### src/rtl/battleship_pkg.sv
// Shared constants, enums and the ship record for the battleship placement logic.
package battleship_pkg;

   localparam int BOARD_DIM = 10;
   localparam int COORD_W   = 4;
   localparam int NUM_SHIPS = 5;

   typedef enum logic [1:0] {
      CELL_EMPTY = 2'b00,
      CELL_MISS  = 2'b01,
      CELL_HIT   = 2'b10,
      CELL_SHIP  = 2'b11
   } cell_e;

   typedef enum logic [1:0] {
      RESP_OK      = 2'b00,
      RESP_OOB     = 2'b01,
      RESP_OVERLAP = 2'b10,
      RESP_FULL    = 2'b11
   } resp_code_e;

   typedef enum logic [2:0] {
      ST_IDLE,
      ST_FULL_RESP,
      ST_BOUNDS,
      ST_RD,
      ST_CHK,
      ST_WR,
      ST_STORE,
      ST_RESP
   } placer_state_e;

   typedef struct packed {
      logic [3:0] row;
      logic [3:0] col;
      logic       dir;
      logic [2:0] hits;
      logic       sunk;
   } ship_rec_t;

   // SHIP_LEN table {5,4,3,3,2}, indexed by ship number.
   function automatic logic [2:0] ship_len(input logic [2:0] idx);
      logic [2:0] len;
      case (idx)
         3'd0:    len = 3'd5;
         3'd1:    len = 3'd4;
         3'd2:    len = 3'd3;
         3'd3:    len = 3'd3;
         3'd4:    len = 3'd2;
         default: len = 3'd0;
      endcase
      return len;
   endfunction

endpackage

### src/rtl/placer_cell_addr.sv
// Cell index counter for a ship being placed; turns bow + direction + k into a
// board address and flags the last cell of the ship.
module placer_cell_addr
   import battleship_pkg::*;
#(
   parameter int CW = 4
) (
   input  logic          clk_i,
   input  logic          rst_ni,
   input  logic [CW-1:0] bow_row_i,
   input  logic [CW-1:0] bow_col_i,
   input  logic          dir_i,
   input  logic [2:0]    len_i,
   input  logic          k_clr_i,
   input  logic          k_inc_i,
   output logic [CW-1:0] row_o,
   output logic [CW-1:0] col_o,
   output logic          last_o
);

   logic [2:0]    k_q, k_d;
   logic [CW-1:0] k_ext;

   always_comb begin
      k_d = k_q;
      if (k_clr_i) begin
         k_d = '0;
      end else if (k_inc_i) begin
         k_d = k_q + 3'd1;
      end
   end

   always_ff @(posedge clk_i or negedge rst_ni) begin
      if (!rst_ni) begin
         k_q <= '0;
      end else begin
         k_q <= k_d;
      end
   end

   assign k_ext  = CW'(k_q);
   assign row_o  = dir_i ? (bow_row_i + k_ext) : bow_row_i;
   assign col_o  = dir_i ? bow_col_i : (bow_col_i + k_ext);
   assign last_o = (k_q == (len_i - 3'd1));

endmodule

### src/rtl/ship_placer.sv
// Places one ship per request: bounds check, overlap scan of the board, then
// board writes and a ship record. Optional reject counter under PLACER_STATS_EN.
module ship_placer
   import battleship_pkg::*;
#(
   parameter int BOARD_DIM = battleship_pkg::BOARD_DIM,
   parameter int COORD_W   = battleship_pkg::COORD_W,
   parameter int NUM_SHIPS = battleship_pkg::NUM_SHIPS
) (
   input  logic               clk,
   input  logic               reset,
   input  logic               clear,
   input  logic               req_valid,
   output logic               req_ready,
   input  logic [COORD_W-1:0] req_row,
   input  logic [COORD_W-1:0] req_col,
   input  logic               req_dir,
   output logic               resp_valid,
   output logic [1:0]         resp_code,
   output logic [2:0]         ship_idx,
   output logic               all_placed,
   output logic               gb_re,
   output logic               gb_we,
   output logic [COORD_W-1:0] gb_row,
   output logic [COORD_W-1:0] gb_col,
   output logic [1:0]         gb_wdata,
   input  logic [1:0]         gb_rdata,
   output logic               ss_we,
   output logic [2:0]         ss_addr,
   output logic [12:0]        ss_wdata
`ifdef PLACER_STATS_EN
   ,
   output logic [7:0]         rej_count
`endif
);

   localparam logic [COORD_W:0] BOARD_LIM = (COORD_W+1)'(BOARD_DIM);

   placer_state_e      state_q, state_d;
   resp_code_e         code_q, code_d;
   logic [2:0]         idx_q, idx_d;
   logic [COORD_W-1:0] row_q, col_q;
   logic               dir_q;

   logic               accept;
   logic [2:0]         len;
   logic               k_clr, k_inc, k_last;
   logic [COORD_W-1:0] cell_row, cell_col;
   logic [COORD_W:0]   far_end;
   logic               in_bounds;
   ship_rec_t          rec;

   assign len        = ship_len(idx_q);
   assign req_ready  = (state_q == ST_IDLE) && !clear;
   assign accept     = req_valid && req_ready;
   assign all_placed = (idx_q == 3'(NUM_SHIPS));

   // Far end is computed one bit wider so a wrap past 15 still reads as out of range.
   assign far_end   = (dir_q ? {1'b0, row_q} : {1'b0, col_q})
                      + (COORD_W+1)'(len) - (COORD_W+1)'(1);
   assign in_bounds = ({1'b0, row_q} < BOARD_LIM) && ({1'b0, col_q} < BOARD_LIM)
                      && (far_end < BOARD_LIM);

   placer_cell_addr #(
      .CW(COORD_W)
   ) u_cell_addr (
      .clk_i     (clk),
      .rst_ni    (reset),
      .bow_row_i (row_q),
      .bow_col_i (col_q),
      .dir_i     (dir_q),
      .len_i     (len),
      .k_clr_i   (k_clr),
      .k_inc_i   (k_inc),
      .row_o     (cell_row),
      .col_o     (cell_col),
      .last_o    (k_last)
   );

   always_comb begin
      state_d    = state_q;
      code_d     = code_q;
      idx_d      = idx_q;
      k_clr      = 1'b0;
      k_inc      = 1'b0;
      gb_re      = 1'b0;
      gb_we      = 1'b0;
      ss_we      = 1'b0;
      resp_valid = 1'b0;
      case (state_q)
         ST_IDLE: begin
            if (clear) begin
               idx_d = '0;
            end else if (accept) begin
               if (all_placed) begin
                  code_d  = RESP_FULL;
                  state_d = ST_FULL_RESP;
               end else begin
                  state_d = ST_BOUNDS;
               end
            end
         end
         ST_FULL_RESP: begin
            resp_valid = 1'b1;
            state_d    = ST_IDLE;
         end
         ST_BOUNDS: begin
            k_clr = 1'b1;
            if (in_bounds) begin
               state_d = ST_RD;
            end else begin
               code_d  = RESP_OOB;
               state_d = ST_RESP;
            end
         end
         ST_RD: begin
            gb_re   = 1'b1;
            state_d = ST_CHK;
         end
         ST_CHK: begin
            if (gb_rdata == CELL_SHIP) begin
               code_d  = RESP_OVERLAP;
               state_d = ST_RESP;
            end else if (k_last) begin
               k_clr   = 1'b1;
               state_d = ST_WR;
            end else begin
               k_inc   = 1'b1;
               state_d = ST_RD;
            end
         end
         ST_WR: begin
            gb_we = 1'b1;
            if (k_last) begin
               state_d = ST_STORE;
            end else begin
               k_inc = 1'b1;
            end
         end
         ST_STORE: begin
            ss_we   = 1'b1;
            idx_d   = idx_q + 3'd1;
            code_d  = RESP_OK;
            state_d = ST_RESP;
         end
         ST_RESP: begin
            resp_valid = 1'b1;
            state_d    = ST_IDLE;
         end
         default: state_d = ST_IDLE;
      endcase
   end

   always_ff @(posedge clk or negedge reset) begin
      if (!reset) begin
         state_q <= ST_IDLE;
         code_q  <= RESP_OK;
         idx_q   <= '0;
         row_q   <= '0;
         col_q   <= '0;
         dir_q   <= 1'b0;
      end else begin
         state_q <= state_d;
         code_q  <= code_d;
         idx_q   <= idx_d;
         if (accept) begin
            row_q <= req_row;
            col_q <= req_col;
            dir_q <= req_dir;
         end
      end
   end

   assign rec = '{row: 4'(row_q), col: 4'(col_q), dir: dir_q, hits: 3'b000, sunk: 1'b0};

   assign resp_code = code_q;
   assign ship_idx  = idx_q;
   assign gb_row    = (gb_re || gb_we) ? cell_row : '0;
   assign gb_col    = (gb_re || gb_we) ? cell_col : '0;
   assign gb_wdata  = CELL_SHIP;
   assign ss_addr   = ss_we ? idx_q : '0;
   assign ss_wdata  = rec;

`ifdef PLACER_STATS_EN
   logic [7:0] rej_q;

   always_ff @(posedge clk or negedge reset) begin
      if (!reset) begin
         rej_q <= '0;
      end else if ((state_q == ST_IDLE) && clear) begin
         rej_q <= '0;
      end else if ((state_q == ST_RESP) && ((code_q == RESP_OOB) || (code_q == RESP_OVERLAP))
                   && (rej_q != 8'hFF)) begin
         rej_q <= rej_q + 8'd1;
      end
   end

   assign rej_count = rej_q;
`endif

endmodule

### config.mk
export PLATFORM = sky130hd
export DESIGN_NAME = ship_placer
export DESIGN_NICKNAME = d
export VERILOG_FILES = /design/src/rtl/battleship_pkg.sv /design/src/rtl/placer_cell_addr.sv /design/src/rtl/ship_placer.sv
export SDC_FILE = /design/constraint.sdc
export NUM_CORES = 1
export LEC_CHECK = 0
export CAP_MARGIN = 20
export CELL_PAD_IN_SITES_DETAIL_PLACEMENT = 2
export CELL_PAD_IN_SITES_GLOBAL_PLACEMENT = 2
export CORE_UTILIZATION = 25
export CTS_CLUSTER_DIAMETER = 100
export DETAILED_ROUTE_END_ITERATION = 10
export MAX_ROUTING_LAYER = met4
export PLACE_DENSITY = 0.76
export REMOVE_ABC_BUFFERS = 1
export SLEW_MARGIN = 20
export SYNTH_ARGS = -nofsm -noshare
export SYNTH_HDL_FRONTEND = slang
export SYNTH_SLANG_ARGS = --single-unit
### constraint.sdc
create_clock -name clk -period 2.7 [get_ports clk]
set_clock_uncertainty 0.05 [all_clocks]
set_input_delay 0.405 -clock clk [delete_from_list [all_inputs] [get_ports clk]]
set_output_delay 0.405 -clock clk [all_outputs]
set_load 0.02 [all_outputs]
==> run_results.csv <==
group,metric,value,unit
routing,drt_iter0_drc,56,
synthesis,synthesis.area,1757,µm²
power,comb_power_share,0.731,
power,p_leak,1.064,nW
power,powerDensity,1418,nW/µm²
die,fp.dieW,85.83,µm
worst_hold_path,holdCritPathClass,"in2async",
routing,vias,1632,
sta,finalHoldViolCount,0,
global_route,met3_usage,0.01829,
clocking,clock_sinks,20,
global_route,grt_use_total,0.1564,
critical_path,cp_max_fo,5,
clocking,cts_tree,"built",
critical_path,startpoint,"row_q[0]",
place,globalplace.congestion,0.7489,
global_route,grt_use_met1,0.1982,
synthesis,avgSynthCellArea,9.009,µm²
critical_path,startpoint_type,"flop",
routing,drt_pre_antenna_iters,2,
cells_and_area,syn_to_final_growth,37.32,%
clocking,clock_latency,0.26,ns
cells_and_area,insertedDiodeCount,0,
power,clkPwrFrac,0.069,
clocking,ctsHtreeMaxLevel,1,
cells_and_area,fill_cells,773,
cells_and_area,drive_gt1_frac,0.1557,
global_route,grt_util_met2,0.2691,
cells_and_area,finalNetCount,278,
routing,drt_drc_violations_left,0,
cells_and_area,final_core_util,0.3551,
run_status,status,"finished, final reports clean",
sta,fin_crit,2.563,ns
critical_path,crit_required,2.25,ns
sta,slew_headroom,0.6323,
place,numPortBuffers,45,
power,seq_power_share,0.199,
global_route,top_usage_layer,"met2",
sta,grt_setup_unrepaired,"false",
synthesis,synth-main-ff-cell,"dfrtp_1",
sta,fin_crit_sh,0.9493,
power,p_int,1.748,mW
clocking,cts-buffers-inserted,3,
clocking,post_cts_buffers,0,
die,die_h,85.83,µm
cells_and_area,layout_commonest_cell,"clkdlybuf4s50_1",
place,hpwl,4193,µm
power,vdd_drop_max,375.3,µV
power,swShare,0.4893,
power,p_sw,1.674,mW
cells_and_area,mostFrequentLayoutCells,"clkdlybuf4s50_1, nor2_1, dfrtp_1",
sta,setup_tns,0,ns
global_route,grt_remaining_overflow,0,
die,rows,30,
synthesis,ys_warn_count,0,
clocking,clk_pin_slew_worst_paths,0.08,ns
critical_path,end_kind,"primary output",
die,dieArea,7366,µm²
synthesis,synth_cell_types,52,
global_route,grt_max_degree,21,
job,max-cap-violations,0,
place,post-place-ws,0.09533,ns
global_route,grt_pass1_wl,8728,µm
synthesis,syn_inst,195,
sta,worst_pin_slew,0.5500,ns
routing,postRouteAntennaNets,0,
clocking,cts_max_path_buffers,2,
critical_path,r2r_start,"ship_idx[1]",
die,core,6794,µm²
global_route,antenna_found_initial,0,
routing,drt-vias-per-instance,4.800,
sta,layout_setup_ws,0.1370,ns
critical_path,crit_arrival,2.11,ns
sta,finalMaxSlewViolations,0,
routing,wirelength,5358,µm
clocking,ctsHoldBuffers,0,
synthesis,synth-seq-cells,20,
global_route,first_global_vias,1695,
routing,wl_per_cell,15.76,µm
die,start_util,0.2586,
die,io_pins,52,
sta,fmax,390.2,MHz
sta,setup_viol,0,
synthesis,async_flop_share,1.000,
critical_path,criticalPathCategory,"reg2out",
synthesis,seq_area_frac_synth,0.2849,
synthesis,synth_edf_count,0,
clocking,root_buffer,"clkbuf_8",
## per-layer routing
metal | vias up | share of wire
met4 | 0 | 0.0028
met3 | 2 | 0.032
met5 | - | 0
li1 | 776 | -
met1 | 812 | 0.47
met2 | 42 | 0.49
## state kept, by name, indices dropped and copies added (netlist names)
signal and cells:
resp_code 2, ship_idx 3, col_q 4, dir_q 1, state_q 3, row_q 4
u_cell_addr.k_q 3
## worst max-delay path, cell delays in order, from the launching register on
cell and delay, ns:
dfrtp_1 0.46, ha_1 0.27, fa_1 0.40, xnor2_1 0.14
a211oi_1 0.23, dlygate4sd2_1 0.36
## per-stage QoR
step | instances | power (mW) | hold slack [ns] | instance area, µm²
after floorplan | 183 | 2.159 | 0.05941 | 1675
after global placement | 336 | 3.045 | 0.4530 | 2336
after detailed placement | 336 | 3.139 | 0.4533 | 2336
after CTS | 340 | 3.389 | 0.4423 | 2386
after global routing | 340 | 3.749 | 0.4519 | 2412
final | 340 | 3.422 | 0.4344 | 2412
## power by group through the flow
stage	Combinational [mW]	Sequential (mW)	Clock (mW)
6_report	2.50	0.682	0.237
3_3_place_gp	2.37	0.678	0
2_1_floorplan	1.32	0.842	0
5_1_grt	2.78	0.713	0.257
3_5_place_dp	2.45	0.688	0
4_1_cts	2.46	0.684	0.249
## area by class of cell
class,count,area (µm²),area share
Multi-Input combinational cell,153,1160,0.4808
Sequential cell,20,503.0,0.2085
Inverter,10,37.54,0.01556
Clock buffer,4,55.05,0.02282
Timing Repair Buffer,57,536.8,0.2225
Tap cell,96,120.1,0.04979
## final timing paths
kind / cells past startpoint / to / slack, ns
worst max-delay path: 5 / gb_row[2] / 0.14
worst min-delay path: 2 / col_q[3] / 0.43
worst max register to register: 11 / state_q[2] / 0.20
worst min register to register: 1 / resp_code[1] / 0.47
max in group asynchronous: 2 / u_cell_addr.k_q[1] / 1.92
min in group clk: 1 / resp_code[1] / 0.47
## kinds of logic after synthesis
group,synth area share
multiplexers,0.1090
adder cells (fa/ha/maj),0.1410
XOR/XNOR,0.03490
other,0.004275
flip-flops,0.2849
buffers and inverters,0.07621
AO/OA/AOI/OAI,0.1859
AND/OR/NAND/NOR,0.1638
## cells in the mapped netlist (2+ instances only)
library cell  count  share of area
inv_1            10          0.021
o21ai_0          15          0.043
or3b_1            2          0.010
nand2_1           9          0.019
ha_1             15           0.11
a211oi_1          4          0.017
xnor2_1           4          0.020
mux2i_1           9          0.051
a21oi_1          11          0.031
clkbuf_1          5          0.011
nor2b_1           3          0.011
and2_1            5          0.018
nor3_1            2         0.0057
xor2_1            3          0.015
buf_4             7          0.030
fa_1              3          0.034
o32ai_1           2          0.010
mux2_2            9          0.058
buf_2             2         0.0057
conb_1            2         0.0043
and3_1            2         0.0071
nor2_1           19          0.041
nand3_1           4          0.011
dfrtp_1          20           0.28
## repair_timing
item | CTS | global route
pin swaps | 0 | 2
gates resized for setup | 6 | 9
endpoints found under the setup margin | 5 | 5
(Power assumes the default switching activity.)
